### config.mk
export PLATFORM = sky130hd
export DESIGN_NAME = fifo_write_arbiter
export DESIGN_NICKNAME = d
export VERILOG_FILES = /design/src/rtl/fifo_arb_pkg.sv /design/src/rtl/rr_priority_picker.sv /design/src/rtl/fifo_write_arbiter.sv
export SDC_FILE = /design/constraint.sdc
export NUM_CORES = 1
export LEC_CHECK = 0
export ABC_CLOCK_PERIOD_IN_PS = 1400
export BUFFER_PORTS_ARGS = -buffer_cell sky130_fd_sc_hd__buf_4
export CORE_AREA = 4 4 127 129
export CTS_CLUSTER_DIAMETER = 60
export DETAILED_ROUTE_END_ITERATION = 8
export DIE_AREA = 0 0 131 133
export MAX_ROUTING_LAYER = met4
export PLACE_DENSITY = 0.51
export SLEW_MARGIN = 25
export SYNTH_ARGS = -nofsm -noshare
export SYNTH_HDL_FRONTEND = slang
export SYNTH_SLANG_ARGS = --single-unit
export TNS_END_PERCENT = 100
### constraint.sdc
create_clock -name clk_i -period 1.4 [get_ports clk_i]
set_input_delay 0.07 -clock clk_i [delete_from_list [all_inputs] [get_ports clk_i]]
set_output_delay 0.07 -clock clk_i [all_outputs]
set_load 0.005 [all_outputs]
### src/rtl/fifo_arb_pkg.sv
// Shared constants and FSM encoding for the FIFO write arbiter.
//   DEF_*        : default parameter values for fifo_write_arbiter
//   arb_state_e  : two-state arbiter FSM encoding
package fifo_arb_pkg;

  localparam int unsigned DEF_DATA_WIDTH  = 64;
  localparam int unsigned DEF_NUM_REQ     = 4;
  localparam int unsigned DEF_REQ_ID_BITS = 2;
  localparam int unsigned DEF_MAX_BURST   = 8;

  typedef enum logic {
    IDLE  = 1'b0,
    BURST = 1'b1
  } arb_state_e;

endpackage

### src/rtl/rr_priority_picker.sv
// Combinational round-robin search: first valid requester strictly after
// last_grant, wrapping modulo NUM_REQ (last_grant itself is checked last).
//   valid      : per-requester request vector
//   last_grant : most recently granted index
//   next_id    : chosen index (0 when nothing is valid)
//   any_valid  : at least one request present
module rr_priority_picker #(
  parameter int unsigned NUM_REQ     = 4,
  parameter int unsigned REQ_ID_BITS = 2
) (
  input  logic [NUM_REQ-1:0]     valid,
  input  logic [REQ_ID_BITS-1:0] last_grant,
  output logic [REQ_ID_BITS-1:0] next_id,
  output logic                   any_valid
);

  int unsigned idx;

  always_comb begin
    next_id   = '0;
    any_valid = 1'b0;
    idx       = 0;
    for (int unsigned i = 1; i <= NUM_REQ; i++) begin
      idx = 32'(last_grant) + i;
      if (idx >= NUM_REQ) idx = idx - NUM_REQ;
      if (!any_valid && valid[idx]) begin
        any_valid = 1'b1;
        next_id   = REQ_ID_BITS'(idx);
      end
    end
  end

endmodule

### src/rtl/fifo_write_arbiter.sv
// Round-robin arbiter multiplexing NUM_REQ burst writers onto one FIFO
// write port. A grant is decided in an IDLE cycle; the holder then streams
// up to MAX_BURST words with zero-latency pass-through, stalling on full.
//   clk_i, rst_i    : clock, synchronous active-high reset
//   req_valid_i     : per-requester word available
//   req_data_i      : packed requester words, requester k at [k*DATA_WIDTH +: DATA_WIDTH]
//   req_ready_o     : accept flag for the grant holder (combinational)
//   fifo_full_i     : FIFO full
//   fifo_wr_en_o    : FIFO write strobe (combinational)
//   fifo_data_o     : FIFO write word, zero when not writing
//   grant_id_o      : registered grant index
//   busy_o          : grant held
module fifo_write_arbiter
  import fifo_arb_pkg::*;
#(
  parameter int unsigned DATA_WIDTH  = DEF_DATA_WIDTH,
  parameter int unsigned NUM_REQ     = DEF_NUM_REQ,
  parameter int unsigned REQ_ID_BITS = DEF_REQ_ID_BITS,
  parameter int unsigned MAX_BURST   = DEF_MAX_BURST
) (
  input  logic                          clk_i,
  input  logic                          rst_i,
  input  logic [NUM_REQ-1:0]            req_valid_i,
  input  logic [NUM_REQ*DATA_WIDTH-1:0] req_data_i,
  output logic [NUM_REQ-1:0]            req_ready_o,
  input  logic                          fifo_full_i,
  output logic                          fifo_wr_en_o,
  output logic [DATA_WIDTH-1:0]         fifo_data_o,
  output logic [REQ_ID_BITS-1:0]        grant_id_o,
  output logic                          busy_o
);

  localparam int unsigned BEAT_W = $clog2(MAX_BURST) + 1;

  arb_state_e             state;
  logic [REQ_ID_BITS-1:0] grant_id;
  logic [REQ_ID_BITS-1:0] last_grant;
  logic [BEAT_W-1:0]      beat_cnt;

  logic [REQ_ID_BITS-1:0] pick_id;
  logic                   pick_any;
  logic                   holder_valid;
  logic                   in_burst;
  logic                   xfer;

  rr_priority_picker #(
    .NUM_REQ     (NUM_REQ),
    .REQ_ID_BITS (REQ_ID_BITS)
  ) u_picker (
    .valid      (req_valid_i),
    .last_grant (last_grant),
    .next_id    (pick_id),
    .any_valid  (pick_any)
  );

  // Outputs are forced low while reset is asserted, even mid-burst.
  always_comb begin
    req_ready_o  = '0;
    fifo_data_o  = '0;
    holder_valid = req_valid_i[grant_id];
    in_burst     = (state == BURST) && !rst_i;
    xfer         = in_burst && holder_valid && !fifo_full_i;
    if (in_burst) req_ready_o[grant_id] = !fifo_full_i;
    if (xfer) fifo_data_o = req_data_i[DATA_WIDTH*grant_id +: DATA_WIDTH];
    fifo_wr_en_o = xfer;
    busy_o       = in_burst;
    grant_id_o   = rst_i ? '0 : grant_id;
  end

  // Grant FSM: grant decided in IDLE, burst ends on length or release.
  always_ff @(posedge clk_i) begin
    if (rst_i) begin
      state      <= IDLE;
      last_grant <= REQ_ID_BITS'(NUM_REQ - 1);
      grant_id   <= '0;
      beat_cnt   <= '0;
    end else begin
      case (state)
        IDLE: begin
          if (pick_any) begin
            grant_id   <= pick_id;
            last_grant <= pick_id;
            beat_cnt   <= '0;
            state      <= BURST;
          end
        end
        BURST: begin
          if (!holder_valid) begin
            state <= IDLE;
          end else if (!fifo_full_i) begin
            if (beat_cnt == BEAT_W'(MAX_BURST - 1)) begin
              beat_cnt <= '0;
              state    <= IDLE;
            end else begin
              beat_cnt <= beat_cnt + BEAT_W'(1);
            end
          end
        end
        default: state <= IDLE;
      endcase
    end
  end

endmodule

==> results of run 1 <==
-- layout make-up --
type / count / area, um^2 / share of cell area, %
Tap cell: 188 / 235 / 3.66
Timing Repair Buffer: 375 / 3410 / 53.2
Clock buffer: 3 / 75.1 / 1.17
Sequential cell: 9 / 189 / 2.94
Clock inverter: 1 / 5.00 / 0.0779
Multi-Input combinational cell: 178 / 2480 / 38.6
Inverter: 5 / 21.3 / 0.331
-- registers in the layout, summed over array words and instances, names as in the netlist --
signal	flops
state	1
beat_cnt	4
last_grant	2
grant_id	2
-- power groups by stage --
stage / clock, mW / combinational [mW] / sequential, mW
floorplan: 0 / 1.01 / 0.291
global placement: 0 / 1.86 / 0.306
detailed placement: 0 / 1.89 / 0.308
CTS: 0.517 / 2.23 / 0.309
global route: 0.529 / 2.42 / 0.313
finish: 0.506 / 2.27 / 0.310
-- cell usage after synthesis, drive strengths merged --
library cell,number,share of area [%]
o31ai,1,0.30
and3,65,16
nor2b,5,1.2
nand3b,1,0.30
a221oi,1,1.0
clkbuf,17,2.5
and2,1,0.25
nor3b,2,0.80
nor3,3,0.60
inv,5,0.75
dfxtp,9,7.2
o221ai,1,0.35
a22o,1,0.35
or4,2,0.60
mux4,65,58
buf,14,2.9
o21bai,1,0.30
nand2,9,1.3
a21oi,4,0.80
o21ai,4,0.80
o311ai,1,0.35
nand3,1,0.20
ha,1,0.50
nor2,7,1.0
o221a,2,0.90
-- worst max-delay path by stage --
stage / slack (ns) / cells after the start / start / to
2_1_floorplan: -0.09 / 5 / grant_id[0] / fifo_data_o[13]
3_3_place_gp: -0.25 / 4 / grant_id[0] / fifo_data_o[0]
3_5_place_dp: -0.26 / 4 / grant_id[0] / fifo_data_o[0]
4_1_cts: -0.50 / 5 / grant_id[0] / fifo_data_o[15]
5_1_grt: -0.52 / 4 / grant_id[0] / fifo_data_o[59]
6_report: -0.46 / 5 / grant_id[0] / fifo_data_o[15]
-- what timing repair did --
item                       in CTS  in global routing
hold buffers                    0                  0
gates resized for setup        77                 12
pin swaps                      33                 12
setup buffers                  11                  1
cloned                          8                  4
setup endpoints to repair      74                 74
-- per-layer routing --
| metal | global-route usage [%] | vias to the layer above | wire (um) |
|---|---|---|---|
| met3 | 2.54 | 12 | 1100 |
| met4 | 2.06 | 0 | 155 |
| met5 | - | - | 0 |
| met2 | 30.2 | 181 | 8690 |
| met1 | 23.0 | 1840 | 6860 |
| li1 | - | 1643 | - |
-- critical path, delay by kind of cell (launching register included) --
| family | cells | cell delay [ns] |
|---|---|---|
| AND/OR/NAND/NOR | 1 | 0.18 |
| multiplexers | 1 | 0.55 |
| buffers and inverters | 3 | 0.41 |
| flip-flops | 1 | 0.42 |
-- kinds of logic (layout without fill, tap and decap cells) --
| group | after synthesis | in the layout | synth area share (%) |
|---|---|---|---|
| adders and majority gates | 1 | 1 | 0.499 |
| AOI/OAI and AO/OA | 16 | 16 | 5.19 |
| and+or+nand+nor | 96 | 96 | 22.6 |
| buffers and inverters | 36 | 384 | 6.18 |
| DFF | 9 | 9 | 7.18 |
| muxes | 65 | 65 | 58.4 |
-- stage by stage --
stage / total power [mW] / cells
after floorplan: 1.31 / 223
after global placement: 2.17 / 734
after detailed placement: 2.20 / 734
after CTS: 3.05 / 756
after global routing: 3.26 / 759
final: 3.09 / 759
==> impl_metrics.py, run 1 <==
metrics = {
    "layout": {
        "final_cell_mix": "buf_4, mux4_2, buf_6",
        "design_area_um2": 6420,
        "final_common_cell": "buf_4",
        "n_antenna_cell": 0,
        "layout-drive-gt1-share_pct": 89.3,
        "n_fill_cell": 1443,
        "postLayoutCoreUtil_pct": 42.7,
        "nets": 836,
        "syn2layout_area_growth_pct": 156,
    },
    "route": {
        "num_vias": 3676,
        "drt_first_iter_violations": 201,
        "wl_mm": 16.8,
        "drt-pass1-iter-count": 5,
        "drcViolationCount": 0,
        "viasPerCell": 4.84,
        "ant_nets": 0,
        "wl_per_cell_um": 22.1,
    },
    "worst_setup_path": {
        "slowest_delay_ns": 0.55,
        "slowest_stage": "mux4_2",
        "r2r-end": "beat_cnt[3]",
        "rr_startpoint": "grant_id[0]",
        "reg2reg_slack_ns": -0.37,
        "worstPathRequired_ns": 1.33,
        "cp-start-kind": "register",
        "r2r_cells": 5,
        "cp_max_fo": 8,
        "arrival_ns": 1.79,
        "crit_path_end_kind": "primary output",
        "worstSetupPathType": "register to primary output",
        "critical_path.cell_chain": "buf_12, buf_16, mux4_2, and3_4, buf_6",
    },
    "logic_synthesis": {
        "synth_seq_area_share_pct": 7.18,
        "avgSynthCellArea_um2": 11.2,
        "ys_ff_latch": 9,
        "synth_nets": 487,
        "synth_cell_type_count": 28,
        "synthCells": 223,
        "syn-cell-area_um2": 2510,
        "ys_warn_count": 0,
    },
    "power_and_ir_drop": {
        "comb_power_share_pct": 73.6,
        "ir_worst_vdd_uv": 328,
        "p_per_area_nw_per_um2": 481,
        "internal_power_mw": 2.14,
        "p_leak_nw": 2.94,
        "seq_power_share_pct": 10.0,
        "netSwitchingPower_mw": 0.946,
        "power_frac_clock_pct": 16.4,
        "switching_share_pct": 30.7,
    },
    "placed_design": {
        "place_ws_ns": -0.260,
        "place.gp.congestion": 0.941,
        "hpwlAfterDp_mm": 12.6,
        "portBuffers": 334,
        "place_area_um2": 5600,
    },
    "timing": {
        "worst_slew_pin_slew_ns": 0.289,
        "hold_viol": 0,
        "maxSlewHeadroom_pct": 80.8,
        "worst_slack_ns": -0.461,
        "holdWs_ns": 0.200,
        "slew_violations": 0,
        "finalCritPeriodShare_pct": 133,
        "rsz0062_at_grt": "true",
        "clock_skew_ns": 0.00359,
        "setup_viol": 74,
        "setup_tns_ns": -30.26,
        "max_freq_mhz": 537,
        "fin_crit_ns": 1.86,
    },
    "clocking": {
        "clock-sinks": 9,
        "numCtsBuffers": 3,
        "insertion_delay_ns": 0.24,
        "path_clk_slew_ns": 0.04,
        "tritoncts": "built",
        "clk_root_buffer_cell": "clkbuf_16",
        "htree_levels": 1,
        "cts_buffer_depth": 2,
    },
    "grt": {
        "globalRouteOverflowTotal": 0,
        "grt_max_degree": 41,
        "grt_usage_pct": 17.8,
        "grt_antenna_before_repair": 0,
        "grt_first_pass_wirelength_mm": 23.1,
        "grt_pass1_vias": 3823,
    },
    "floorplanning": {
        "dieArea_um2": 17400,
        "start_util_pct": 16.7,
        "fp.dieW_um": 131,
        "dieHeight_um": 133,
        "ioPinCount": 335,
        "core_um2": 15000,
        "rows": 45,
    },
    "worst_hold_path": {
        "hp-start": "fifo_full_i",
        "min_to": "state",
        "min_path_type": "input port to register",
        "hold_path_depth": 3,
    },
    "status": {
        "violations": "setup timing",
        "status": "finished, violations left",
    },
    "job": {
        "drv_cap": 0,
    },
}
Power figures use the tool's default switching activity.
==> run 2, diff against run 1 <==
- CORE_AREA: 4 4 127 129 -> 4 4 126 128
- DIE_AREA: 0 0 131 133 -> 0 0 130 132
- PLACE_DENSITY: 0.51 -> 0.52
- SYNTH_HIERARCHICAL: unset -> 1
==> impl_metrics.py, run 2 <==
metrics = {
    "worst_setup_path": {
        "slowest_delay_ns": 0.41,
        "cp-start-kind": "register",
        "cp_max_fo": 14,
        "arrival_ns": 1.80,
        "crit_path_end_kind": "primary output",
        "crit_path_frequent_cell": "mux2i_4",
        "worstSetupPathType": "register to primary output",
        "critical_path.cell_chain": "buf_6, mux2i_4, mux2i_4, buf_12, clkbuf_16, and3_1, buf_4",
        "slowest_stage": "dfxtp_4",
        "worstPathRequired_ns": 1.33,
    },
    "route": {
        "drcViolationCount": 0,
        "met1Wirelength_mm": 7.35,
        "routed.top_layer": "met4",
        "wl_per_cell_um": 23.9,
        "ant_nets": 0,
        "num_vias": 3849,
        "drt-pass1-iter-count": 4,
        "wl_met2_mm": 9.56,
        "viasPerCell": 4.98,
        "drt_first_iter_violations": 171,
        "met3WireLength_mm": 1.19,
        "wl_mm": 18.5,
    },
    "layout": {
        "layout.cells.non_filler": 773,
        "layout-drive-gt1-share_pct": 85.5,
        "largest_reg_flops": 4,
        "nets": 850,
        "n_fill_cell": 1426,
        "multi_input_area_um2": 2510,
        "regMostFlops": "beat_cnt",
        "postLayoutCoreUtil_pct": 42.8,
        "design_area_um2": 6360,
        "n_antenna_cell": 0,
        "final_common_cell": "buf_4",
        "reg_top3": "beat_cnt (4), grant_id (2), last_grant (2)",
        "syn2layout_area_growth_pct": 147,
        "final_cell_mix": "buf_4, mux4_2, and3_4",
        "regArea_um2": 189,
    },
    "grt": {
        "grt_first_pass_wirelength_mm": 25.1,
        "grt_usage_pct": 19.3,
        "grt_max_degree": 38,
        "grt_antenna_before_repair": 0,
        "grt_pass1_vias": 4128,
        "globalRouteOverflowTotal": 0,
    },
    "floorplanning": {
        "fp.dieW_um": 130,
        "rows": 45,
        "core_um2": 14900,
        "dieArea_um2": 17200,
        "start_util_pct": 17.3,
        "ioPinCount": 335,
        "dieHeight_um": 132,
    },
    "placed_design": {
        "dp.cells": 746,
        "place.gp.congestion": 1.02,
        "place_ws_ns": -0.245,
        "portBuffers": 334,
        "place_area_um2": 5500,
        "hpwlAfterDp_mm": 13.9,
    },
    "clocking": {
        "cts_hold_buf": 0,
        "htree_levels": 1,
        "clock-sinks": 9,
        "clk_root_buffer_cell": "clkbuf_16",
        "insertion_delay_ns": 0.23,
        "numCtsBuffers": 3,
        "tritoncts": "built",
        "path_clk_slew_ns": 0.04,
        "cts_buffer_depth": 2,
    },
    "timing": {
        "maxSlewHeadroom_pct": 74.3,
        "hold_viol": 0,
        "slew_violations": 0,
        "max_freq_mhz": 534,
        "worst_slack_ns": -0.473,
        "fin_crit_ns": 1.87,
        "rsz0062_at_grt": "true",
        "holdWs_ns": 0.184,
        "finalCritPeriodShare_pct": 134,
        "setup_viol": 73,
        "clock_skew_ns": 0.000349,
        "worst_slew_pin_slew_ns": 0.385,
        "setup_tns_ns": -30.56,
    },
    "logic_synthesis": {
        "synthCells": 233,
        "synth_seq_area_share_pct": 6.99,
        "syn-cell-area_um2": 2580,
        "ys_ff_latch": 9,
        "ys_warn_count": 6,
        "yosys-top-cells-count": "and3_1, mux4_2, clkbuf_1",
        "synthFlopType": "dfxtp_1",
        "synth-edff-count": 0,
        "synth_cell_type_count": 33,
        "synth_nets": 497,
        "synth.largest_area_cell": "mux4_2",
        "yosys.cell_count.top_type": "and3_1",
        "avgSynthCellArea_um2": 11.1,
        "async_reset_ff_share_pct": 0,
        "synth_top_cell_area_share_pct": 55.9,
        "ys_top_cells_by_area": "mux4_2, and3_1, dfxtp_1",
    },
    "power_and_ir_drop": {
        "p_per_area_nw_per_um2": 473,
        "power.total_mw": 3.01,
        "p_leak_nw": 2.97,
        "ir_worst_vdd_uv": 841,
    },
    "worst_hold_path": {
        "min_path_type": "input port to register",
    },
    "status": {
        "status": "finished, violations left",
        "violations": "setup timing",
    },
    "job": {
        "drv_cap": 0,
    },
}
==> run 2: changes by cell type in the layout (fill, tap and decap cells not counted), sizes merged, moves of 2 or more <==
cell	previous run	this run
a21oi	4	9
clkbuf	7	10
o21ai	4	0
o221a	2	0
buf	369	372
mux2i	0	4
nor3b	2	0
nor3	3	1
nand2b	0	6
or3b	0	2
==> run 2: logic make-up after synthesis <==
kind of cell / count (synthesis) / share of synthesized area [%]
buffers and inverters: 35 / 6.26
XOR/XNOR: 1 / 0.340
AO/OA/AOI/OAI: 15 / 4.18
adder cells (fa/ha/maj): 1 / 0.486
flip-flops: 9 / 6.99
multiplexers: 69 / 57.9
AND/OR/NAND/NOR: 103 / 23.8
==> run 2: layout make-up <==
class                      count  area share, %
multi-input combinational    189           39.4
tap                          188           3.70
sequential                     9           2.97
timing repair buffer         379           52.4
clock buffer                   4           1.24
inverter                       4          0.236
==> run 2: timing repair <==
action,CTS,global route
endpoints found under the setup margin,73,73
pin swaps,0,13
cloned,5,6
buffers inserted,7,10
resized for setup,16,73
==> run 2: worst paths after layout <==
path                       from              to  slack, ns  cells after the start
setup / recovery    grant_id[0]  fifo_data_o[9]      -0.47                      7
setup reg to reg    grant_id[0]     beat_cnt[1]      -0.37                      7
hold reg to reg   last_grant[0]   last_grant[0]       0.54                      2
hold / removal            rst_i     grant_id[1]       0.18                      3
==> run 2: worst max-delay path, delay by kind of cell (launching register included) <==
family / cells / cell delay [ns]
multiplexers: 2 / 0.38
flip-flops: 1 / 0.41
buffers and inverters: 4 / 0.61
AND/OR/NAND/NOR: 1 / 0.16
==> run 2: layer usage <==
metal  GRT usage [%]  vias up
met4            3.58        0
met1            24.2     1940
li1                -     1679
met3            2.71       24
met5               -        -
met2            33.4      206
==> run 2: power by group <==
group | switching, mW | internal (mW)
clock network | 0.129 | 0.381
logic | 0.772 | 1.41
registers | 0.0340 | 0.279
==> run 3, diff against run 2 <==
- REMOVE_ABC_BUFFERS: unset -> 1
==> impl_metrics.py, run 3 (synthesis results as in run 2) <==
metrics = {
    "status": {
        "status": "finished, violations left",
        "violations": "setup timing",
    },
    "timing": {
        "maxSlewHeadroom_pct": 75.1,
        "worst_slack_ns": -0.488,
        "clock_skew_ns": 0.00225,
        "fin_crit_ns": 1.89,
        "worst_slew_pin_slew_ns": 0.373,
        "slew_violations": 0,
        "hold_viol": 0,
        "finalCritPeriodShare_pct": 135,
        "setup_viol": 72,
        "max_freq_mhz": 530,
        "rsz0062_at_grt": "true",
        "setup_tns_ns": -32.02,
    },
    "clocking": {
        "tritoncts": "built",
        "clock-sinks": 9,
        "cts_buffer_depth": 2,
        "insertion_delay_ns": 0.24,
        "cts_hold_buf": 0,
        "htree_levels": 1,
        "path_clk_slew_ns": 0.04,
        "numCtsBuffers": 3,
        "clk_root_buffer_cell": "clkbuf_16",
    },
    "route": {
        "wl_mm": 18.2,
        "viasPerCell": 4.93,
        "num_vias": 3822,
        "wl_per_cell_um": 23.4,
        "drcViolationCount": 0,
        "routed.top_layer": "met4",
        "met1Wirelength_mm": 7.04,
        "drt-pass1-iter-count": 4,
        "wl_met2_mm": 9.04,
        "drt_first_iter_violations": 193,
        "met3WireLength_mm": 1.75,
        "ant_nets": 0,
    },
    "power_and_ir_drop": {
        "p_per_area_nw_per_um2": 484,
        "ir_worst_vdd_uv": 531,
        "power.total_mw": 2.97,
        "p_leak_nw": 3.00,
    },
    "layout": {
        "reg_top3": "beat_cnt (4), grant_id (2), last_grant (2)",
        "largest_reg_flops": 4,
        "syn2layout_area_growth_pct": 138,
        "layout-drive-gt1-share_pct": 80.8,
        "design_area_um2": 6140,
        "regMostFlops": "beat_cnt",
        "nets": 848,
        "postLayoutCoreUtil_pct": 41.3,
        "layout.cells.non_filler": 776,
        "final_cell_mix": "buf_4, mux4_2, and3_1",
        "final_common_cell": "buf_4",
    },
    "floorplanning": {
        "start_util_pct": 17.3,
        "fp.dieW_um": 130,
        "ioPinCount": 335,
        "dieHeight_um": 132,
        "dieArea_um2": 17200,
        "core_um2": 14900,
        "rows": 45,
    },
    "worst_setup_path": {
        "cp_max_fo": 19,
        "crit_buf_inv": 5,
        "worstPathRequired_ns": 1.33,
        "arrival_ns": 1.82,
        "r2r-end": "beat_cnt[1]",
        "path_depth": 8,
        "cp-start-kind": "register",
        "slowest_stage": "dfxtp_4",
        "slowest_delay_ns": 0.43,
        "reg2reg_slack_ns": -0.38,
        "critical_path.cell_chain": "buf_6, mux2i_2, buf_4, mux2i_4, buf_6, buf_12, and3_1, buf_4",
        "rr_startpoint": "grant_id[0]",
        "r2r_cells": 8,
        "worstSetupPathType": "register to primary output",
        "crit_family": "buffers and inverters",
        "crit_path_end_kind": "primary output",
    },
    "grt": {
        "globalRouteOverflowTotal": 0,
        "grt_pass1_vias": 3936,
        "grt_antenna_before_repair": 6,
        "grt_max_degree": 39,
        "grt_usage_pct": 19.2,
        "grt_first_pass_wirelength_mm": 24.5,
    },
    "worst_hold_path": {
        "min_to": "grant_id[0]",
        "min_path_type": "input port to register",
        "hold_path_depth": 2,
        "hp-start": "rst_i",
    },
    "placed_design": {
        "place.gp.congestion": 1.01,
        "place_area_um2": 5470,
        "portBuffers": 334,
        "dp.cells": 745,
        "hpwlAfterDp_mm": 14.1,
    },
    "job": {
        "drv_cap": 0,
    },
}
==> run 3: changes by cell type in the layout (fill, tap and decap cells not counted), moves of 2 or more <==
cell / before / now
buf_4: 322 / 337
buf_16: 3 / 5
buf_6: 33 / 18
mux2i_4: 3 / 1
and3_4: 37 / 10
nand2_2: 2 / 0
buf_12: 14 / 10
and3_1: 28 / 55
buf_8: 0 / 2
clkbuf_16: 9 / 7
diode_2: 0 / 5
==> run 3: timing repair <==
item	4_1_cts	5_1_grt
cloned	5	5
setup endpoints to repair	74	74
pin swaps	6	3
buffers inserted	6	8
resized for setup	15	39
==> run 3: layout make-up <==
| class | count | area (um^2) |
|---|---|---|
| repair buffers | 377 | 3230 |
| fillers | 1480 | 8720 |
| flip-flops and latches | 9 | 189 |
| diodes | 5 | 12.5 |
| inverters | 4 | 15.0 |
| clock buffers | 4 | 78.8 |
| well taps | 188 | 235 |
| multi-input cells | 189 | 2380 |
==> run 3: metal layers <==
metal  vias to the layer above  global-route usage (%)
li1                       1683                       -
met4                         0                    3.87
met2                       201                    32.0
met5                         -                       -
met1                      1911                    23.1
met3                        27                    5.55
==> run 3: worst max path at each step <==
stage / startpoint / endpoint / slack [ns]
2_1_floorplan: grant_id[0] / state / -3.99
6_report: grant_id[0] / fifo_data_o[31] / -0.49
3_5_place_dp: grant_id[0] / fifo_data_o[19] / -0.27
3_3_place_gp: grant_id[0] / fifo_data_o[19] / -0.25
5_1_grt: grant_id[0] / fifo_data_o[11] / -0.56
4_1_cts: grant_id[0] / fifo_data_o[11] / -0.49
==> run 3: power by group <==
| group | total (mW) | internal [mW] | switching (mW) |
|---|---|---|---|
| combinational | 2.14 | 1.40 | 0.746 |
| sequential | 0.310 | 0.279 | 0.0310 |
| clock | 0.517 | 0.382 | 0.136 |
==> run 3: per-stage QoR <==
stage,setup WS (ns),hold WS [ns]
finish,-0.488,0.0900
global route,-0.560,0.0960
CTS,-0.487,0.0818
detailed placement,-0.272,0.324
global placement,-0.254,0.325
floorplan,-3.99,0.139
